$ cat src/rtl/adc_capture_pkg.sv
// rtl/adc_capture_pkg.sv - frame constants and FSM encoding shared by adc_sample_capture
package adc_capture_pkg;

    // ADC121S101-class frame: 16 sclk periods, 4 leading zeros, 12-bit code MSB first
    localparam int FRAME_BITS = 16;
    localparam int LEAD_ZEROS = 4;
    localparam int ADC_BITS   = 12;

    localparam logic [1:0] ST_IDLE_ENC  = 2'd0;
    localparam logic [1:0] ST_START_ENC = 2'd1;
    localparam logic [1:0] ST_SHIFT_ENC = 2'd2;
    localparam logic [1:0] ST_DONE_ENC  = 2'd3;

    typedef enum logic [1:0] {
        ST_IDLE  = ST_IDLE_ENC,
        ST_START = ST_START_ENC,
        ST_SHIFT = ST_SHIFT_ENC,
        ST_DONE  = ST_DONE_ENC
    } state_t;

endpackage

$ cat src/rtl/adc_sample_capture_tick_gen.sv
// rtl/adc_sample_capture_tick_gen.sv - modulo-N counter with enable and one-cycle tick
module tick_gen #(
    parameter int N = 4
) (
    input  logic clk,
    input  logic reset,
    input  logic en,
    output logic tick
);

    localparam int W = (N > 1) ? $clog2(N) : 1;
    localparam logic [W-1:0] LAST = W'(N - 1);

    logic [W-1:0] cnt_q;
    logic [W-1:0] cnt_d;

    // Count 0..N-1 while enabled; a low enable parks the count at zero
    always_comb begin
        cnt_d = '0;
        tick  = 1'b0;
        if (en) begin
            if (cnt_q == LAST) begin
                tick = 1'b1;
            end else begin
                cnt_d = cnt_q + W'(1);
            end
        end
    end

    // Counter register
    always_ff @(posedge clk or posedge reset) begin
        if (reset) begin
            cnt_q <= '0;
        end else begin
            cnt_q <= cnt_d;
        end
    end

endmodule

$ cat src/rtl/adc_sample_capture.sv
// rtl/adc_sample_capture.sv - sample-rate paced serial ADC reader; ADC_BUSY_CHECK_EN adds overrun detection
module adc_sample_capture
    import adc_capture_pkg::*;
#(
    parameter int CLK_DIV       = 4,
    parameter int SAMPLE_PERIOD = 2268,
    parameter int DATA_W        = 12
) (
    input  logic              clk,
    input  logic              reset,
    input  logic              enable,
    input  logic              adc_sdata,
    input  logic              ocupado,
    output logic              adc_cs_n,
    output logic              adc_sclk,
    output logic [DATA_W-1:0] muestra,
    output logic              datolisto,
    output logic              desborde
);

    localparam int BIT_W = $clog2(FRAME_BITS);

    state_t              state_q, state_d;
    logic                sclk_q, sclk_d;
    logic                cs_n_q, cs_n_d;
    logic [BIT_W-1:0]    bit_q, bit_d;
    logic [ADC_BITS-1:0] code_q, code_d;
    logic [DATA_W-1:0]   muestra_q, muestra_d;
    logic                datolisto_q, datolisto_d;
    logic                desborde_q, desborde_d;

    logic sample_tick;
    logic half_tick;
    logic half_en;

    // The half-period divider only runs while the frame is being clocked
    assign half_en = (state_q == ST_START) || (state_q == ST_SHIFT);

    tick_gen #(.N(SAMPLE_PERIOD)) u_sample_tick (
        .clk   (clk),
        .reset (reset),
        .en    (enable),
        .tick  (sample_tick)
    );

    tick_gen #(.N(CLK_DIV)) u_half_tick (
        .clk   (clk),
        .reset (reset),
        .en    (half_en),
        .tick  (half_tick)
    );

`ifndef ADC_BUSY_CHECK_EN
    logic ocupado_unused;
    assign ocupado_unused = ocupado;
`endif

    // Frame sequencing, serial capture and sample conversion
    always_comb begin
        state_d     = state_q;
        sclk_d      = sclk_q;
        bit_d       = bit_q;
        code_d      = code_q;
        muestra_d   = muestra_q;
        datolisto_d = 1'b0;
        desborde_d  = desborde_q;

        case (state_q)
            ST_IDLE: begin
                sclk_d = 1'b1;
                if (sample_tick) begin
                    state_d = ST_START;
                end
            end
            ST_START: begin
                if (half_tick) begin
                    state_d = ST_SHIFT;
                    sclk_d  = 1'b0;
                    bit_d   = '0;
                    code_d  = '0;
                end
            end
            ST_SHIFT: begin
                if (half_tick) begin
                    if (!sclk_q) begin
                        // Rising sclk edge: the ADC data has been stable for the whole low half
                        sclk_d = 1'b1;
                        if (bit_q >= BIT_W'(LEAD_ZEROS)) begin
                            code_d = {code_q[ADC_BITS-2:0], adc_sdata};
                        end
                    end else if (bit_q == BIT_W'(FRAME_BITS - 1)) begin
                        // Last high half done; sclk stays high into DONE/IDLE
                        state_d   = ST_DONE;
                        muestra_d = '0;
                        muestra_d[DATA_W-1 -: ADC_BITS] = {~code_q[ADC_BITS-1], code_q[ADC_BITS-2:0]};
`ifdef ADC_BUSY_CHECK_EN
                        datolisto_d = !ocupado;
                        if (ocupado) begin
                            desborde_d = 1'b1;
                        end
`else
                        datolisto_d = 1'b1;
`endif
                    end else begin
                        sclk_d = 1'b0;
                        bit_d  = bit_q + BIT_W'(1);
                    end
                end
            end
            ST_DONE: begin
                state_d = ST_IDLE;
            end
            default: begin
                state_d = ST_IDLE;
            end
        endcase

        cs_n_d = !((state_d == ST_START) || (state_d == ST_SHIFT));
    end

    // State and output registers; reset abandons any partial frame
    always_ff @(posedge clk or posedge reset) begin
        if (reset) begin
            state_q     <= ST_IDLE;
            sclk_q      <= 1'b1;
            cs_n_q      <= 1'b1;
            bit_q       <= '0;
            code_q      <= '0;
            muestra_q   <= '0;
            datolisto_q <= 1'b0;
            desborde_q  <= 1'b0;
        end else begin
            state_q     <= state_d;
            sclk_q      <= sclk_d;
            cs_n_q      <= cs_n_d;
            bit_q       <= bit_d;
            code_q      <= code_d;
            muestra_q   <= muestra_d;
            datolisto_q <= datolisto_d;
            desborde_q  <= desborde_d;
        end
    end

    assign adc_cs_n  = cs_n_q;
    assign adc_sclk  = sclk_q;
    assign muestra   = muestra_q;
    assign datolisto = datolisto_q;
    assign desborde  = desborde_q;

endmodule
$ cat config.mk
export PLATFORM = sky130hd
export DESIGN_NAME = adc_sample_capture
export DESIGN_NICKNAME = d
export VERILOG_FILES = /design/src/rtl/adc_capture_pkg.sv /design/src/rtl/adc_sample_capture_tick_gen.sv /design/src/rtl/adc_sample_capture.sv
export SDC_FILE = /design/constraint.sdc
export NUM_CORES = 1
export LEC_CHECK = 0
export CORE_MARGIN = 2
export CORE_UTILIZATION = 25
export DETAILED_ROUTE_END_ITERATION = 12
export GPL_TIMING_DRIVEN = 0
export HOLD_SLACK_MARGIN = 0.02
export PLACE_DENSITY_LB_ADDON = 0.15
export SLEW_MARGIN = 20
export SYNTH_ARGS = -nofsm -noshare
export SYNTH_HDL_FRONTEND = slang
export SYNTH_SLANG_ARGS = --single-unit
$ cat constraint.sdc
create_clock -name clk -period 2.8 [get_ports clk]
set_input_delay 0.42 -clock clk [delete_from_list [all_inputs] [get_ports clk]]
set_output_delay 0.42 -clock clk [all_outputs]
set_load 0.03 [all_outputs]
# Word-level counts from Yosys, hierarchy flattened
# Cells that the tools add are included.
[classes]
n_addsub = 3
n_lt_le_gt_ge = 1
eq_ne = 14
mux = 32
bitwise = 1
reduce_logical = 10
[op_table]
columns = ["cell", "count"]
rows = [
  ["2-to-1 mux 12 bit", 6],
  ["one-hot mux 12 bit (2 select lines)", 1],
  ["2-to-1 mux 4 bit", 4],
  ["2-to-1 mux 2 bit", 7],
  ["adder 12 x 1 -> 12 bit (second input constant)", 1],
  ["equality test 12 bit (second input constant)", 1],
  ["2-to-1 mux 1 bit", 11],
  ["!= test 2 bit (second input constant)", 5],
  ["AND reduction 5 bit", 2],
  ["equality test 2 bit (second input constant)", 4],
  ["one-hot mux 2 bit (4 select lines)", 1],
  ["one-hot mux 4 bit (2 select lines)", 1],
  ["adder 4 x 1 -> 4 bit (second input constant)", 1],
  ["equality test 2 x 1 -> 1 bit (second input constant)", 2],
  ["equality test 4 bit (second input constant)", 1],
  ["greater-or-equal comparator 4 x 3 -> 1 bit (second input constant)", 1],
  ["AND reduction 4 bit", 1],
  ["one-hot mux 1 bit (3 select lines)", 1],
  ["AND reduction 3 bit", 1],
  ["nonzero test 3 bit", 1],
  ["adder 2 x 1 -> 2 bit (second input constant)", 1],
  ["zero test 2 bit", 1],
  ["logical OR 1 bit", 2],
  ["!= test 2 x 1 -> 1 bit (second input constant)", 1],
  ["other kinds (3)", 3],
]
[totals]
register_bits = 47
inputBits = 5
out_inout_bits = 16

# Depth between registers and ports, before layout
[logic_depth]
ltp_word = 8
mapped_depth = 10

# Cells and area by module
# Synthesis repeated with hierarchy kept, for this count alone.
[unflattened]
cells_unflattened = 205
hier_area_um2 = 2280.9
[by_module_without_submodules]
columns = ["mod", "n_inst", "cells_each", "area_each_um2", "seq_area_each_um2"]
rows = [
  ["adc_sample_capture", 1, 138, 1571.5, 828.3],
  ["tick_gen (u_sample_tick)", 1, 60, 616.8, 300.3],
  ["tick_gen (u_half_tick)", 1, 7, 92.6, 50.0],
]

# Worst setup path before layout
# No wires, ideal clock.
[synth_timing]
path_kind = "register to register"
start = "reg state_q[0]"
end = "reg code_q[10]"
setup_ps = 124
arrival_ps = 1562
required_ps = 2676
setup_slack_ps = 1114
stages_incl_launch_ff = 8
path_buffers = 1
period_less_slack_ps = 1686
cell_sequence = "dfrtp_1 > inv_1 > ha_1 > inv_1 > a221o_1 > buf_2 > nand2_1 > o21ai_1"
[synth_between]
elab_chain_cells = 5
[synth_rtl]
columns = ["element", "line", "text"]
rows = [
  ["start: declaration", "adc_sample_capture.sv:23", "state_t state_q, state_d;"],
  ["start signal: assignment", "adc_sample_capture.sv:133", "state_q <= state_d;"],
  ["equality test 2 x 1 -> 1 bit or equality test 2 bit (tied branches)", "adc_sample_capture.sv:37, adc_sample_capture.sv:68", ""],
  ["logical OR 1 bit", "adc_sample_capture.sv:37", "assign half_en = (state_q == ST_START) || (state_q == ST_SHIFT);"],
  ["2-to-1 mux 1 bit", "adc_sample_capture_tick_gen.sv:21", "if (en) begin"],
  ["!= test 2 bit (no line)", "n/a", ""],
  ["AND reduction 5 bit (no line)", "n/a", ""],
  ["end signal: assignment", "adc_sample_capture.sv:137", "code_q <= code_d;"],
  ["end: declaration", "adc_sample_capture.sv:27", "logic [ADC_BITS-1:0] code_q, code_d;"],
]
# Several ways; a longest one is shown, not always the timed one.
# A chain may end at the register's enable or synchronous reset.

# Worst setup path after layout
[layout_timing]
start = "reg sclk_q, in the netlist adc_sclk"
end = "out adc_sclk"
[layout_lines]
columns = ["element", "line", "text"]
rows = [
  ["start: declaration", "adc_sample_capture.sv:24", "logic sclk_q, sclk_d;"],
  ["start signal: assignment", "adc_sample_capture.sv:134", "sclk_q <= sclk_d;"],
  ["end: declaration", "adc_sample_capture.sv:15", "output logic adc_sclk,"],
]
# No word-level cell between the ends.

==> impl_metrics.ini <==
[run_status]
status = complete, no violations

[worst_hold_path]
min_path_type = in2async

[setup_path]
required_ns = 2.38
endpoint = adc_sclk
endpoint_kind = output port
reg2reg_to = code_q[10]
crit_chain = clkdlybuf4s50_1
critPathMaxStageDelay_ns = 0.68
rrSetupSlack_ns = 0.86
ff2ff_path_depth = 7
worst-path-buf-inv = 1
critPathArrivalTime_ns = 1.57
cp-startpoint = adc_sclk
cp_slowest_cell = clkdlybuf4s50_1
critPathKind = reg2out
cp_num_cells = 1
reg2reg_from = state_q[0]
crit_fanout = 6
cp-start-kind = flop
crit_family = buffers and inverters

[placement]
gp_congestion = 0.7274
port_buffers = 18
place_ws_ns = 0.8479
hpwl_um = 3018

[route]
wl_per_cell_um = 11.63
dr.pass1.iters = 4
antenna_left = 0
via_count = 1610
wl_um = 4338
via_per_inst = 4.316
first_iter_violations = 38
drc = 0

[final_layout]
multi_input_area_um2 = 954.7
seqCellArea_um2 = 1179
fin_util_pct = 31.09
nFillCells = 904
n_antenna_cell = 0
layout.nets = 276
drive_above_1_share_pct = 12.45
areaGrowthSynthToFinish_pct = 20.26
final_cell_mix = nand2_1 (63), dfrtp_1 (45), nor2_1 (19)
final_common_cell = nand2_1

[logic_synthesis]
synth-main-ff-cell = dfrtp_1
yosysWarnings = 0
yosys.cell_types.count = 42
ys_seq_area_share_pct = 52.28
synth_seq_cells = 47
syn_inst = 238
synth.cell_area_um2 = 2255
postSynthAreaPerCell_um2 = 9.473
synth-edff-count = 0
synth_nets = 250
async_flop_share_pct = 100.0

[clock_network]
cts_hold_buf = 0
clk_pin_slew_ns = 0.09
clockRootBuffer = clkbuf_8
post_cts_buffers = 0
tritoncts = built
clk_latency_ns = 0.30
cts_buffers = 5
cts_max_level = 2
clockBufferDepth = 2
cts_resized = 0
cts_num_sinks = 47

[floorplanning]
die_y_um = 98.97
start_util_pct = 25.85
die_w_um = 98.97
core_area_um2 = 8721
ios = 21
num_rows = 34
die_area_um2 = 9794

[run]
drv_cap = 0

[sta]
fmax_mhz = 503.2
rsz0062_at_grt = false
fin_crit_ns = 1.987
finClkSkew_ns = 0.006547
drv_slew = 0
min_period_over_period_pct = 70.98
setup_viol = 0
worst_pin_slew_ns = 0.4719
tns_ns = 0
slew_headroom_pct = 67.64
fin_ws_ns = 0.8125
finalHoldViolations = 0
whs_ns = 0.4181

[global_route]
overflow = 0
antenna_found_initial = 0
grt_pass1_wl_um = 7845
grt_max_degree = 31
grt_pass1_vias = 1648
grt_use_total_pct = 9.802

[power]
power_leakage_nw = 1.199
powerDensity_nw_per_um2 = 464.1
vdd_drop_max_uv = 199.6
[kinds of logic after synthesis]
group | share of synthesized area (%)
flip-flops | 52.28
buffers and inverters | 5.383
AO/OA/AOI/OAI | 8.657
XOR/XNOR | 4.661
other | 0.1663
multiplexers | 0.4440
adder cells (fa/ha/maj) | 3.884
AND/OR/NAND/NOR | 24.53
[power by group]
part           total [mW]  internal (mW)  switching (mW)
clock               0.537          0.294           0.243
combinational      0.0349         0.0118          0.0230
sequential          0.686          0.682         0.00454
[layer usage]
metal | GRT usage, % | wire (µm)
met4 | 2.529 | 36
met1 | 13.81 | 2293
met2 | 15.02 | 1849
met5 | 0 | 0
met3 | 2.553 | 158
[area by class of cell]
type,instances,area share [%]
clock inverter,2,1.431
multi-input combinational,166,35.21
inverter,14,1.938
sequential,47,43.47
buffer,11,2.538
tap,108,4.984
clock buffer,6,3.046
timing repair buffer,19,7.383
[worst min-delay path by stage]
stage                    startpoint                   end  slack (ns)
3_5_place_dp   u_half_tick.cnt_q[0]  u_half_tick.cnt_q[0]        0.42
2_1_floorplan  u_half_tick.cnt_q[0]  u_half_tick.cnt_q[0]        0.41
6_report                      reset            muestra[0]        0.42
4_1_cts                       reset            muestra[0]        0.42
3_3_place_gp   u_half_tick.cnt_q[0]  u_half_tick.cnt_q[0]        0.43
5_1_grt                       reset            muestra[0]        0.44
[registers in the layout, summed over array words and instances (netlist names)]
register / count
muestra: 12
code_q: 12
adc_sclk: 1
u_sample_tick.cnt_q: 12
datolisto: 1
adc_cs_n: 1
state_q: 2
u_half_tick.cnt_q: 2
bit_q: 4
[synth_stat cells (2+ instances only)]
library cell   n  share of area (%)
nor4_2         3                1.7
a21oi_1        2               0.44
nand2_1       63                 10
inv_1         13                2.2
ha_1           7                3.9
nor2_1        19                3.2
nor3_1         6                1.3
o21ai_0        5                1.1
nand4_1        2               0.55
buf_2          7                1.6
buf_6          2                1.0
dfstp_2        2                2.3
o21ai_1       15                3.3
dfrtp_1       45                 50
nand3_1        9                2.0
and3_1         2               0.55
xnor2_1       11                4.3
[through the flow]
| step | total power, mW | std cells | instance area [µm²] |
|---|---|---|---|
| 3_5_place_dp | 0.7360 | 365 | 2590 |
| 4_1_cts | 1.288 | 373 | 2711 |
| 5_1_grt | 1.320 | 373 | 2711 |
| 3_3_place_gp | 0.7327 | 364 | 2570 |
| 6_report | 1.258 | 373 | 2711 |
| 2_1_floorplan | 0.7206 | 238 | 2255 |
(Power assumes the default switching activity.)
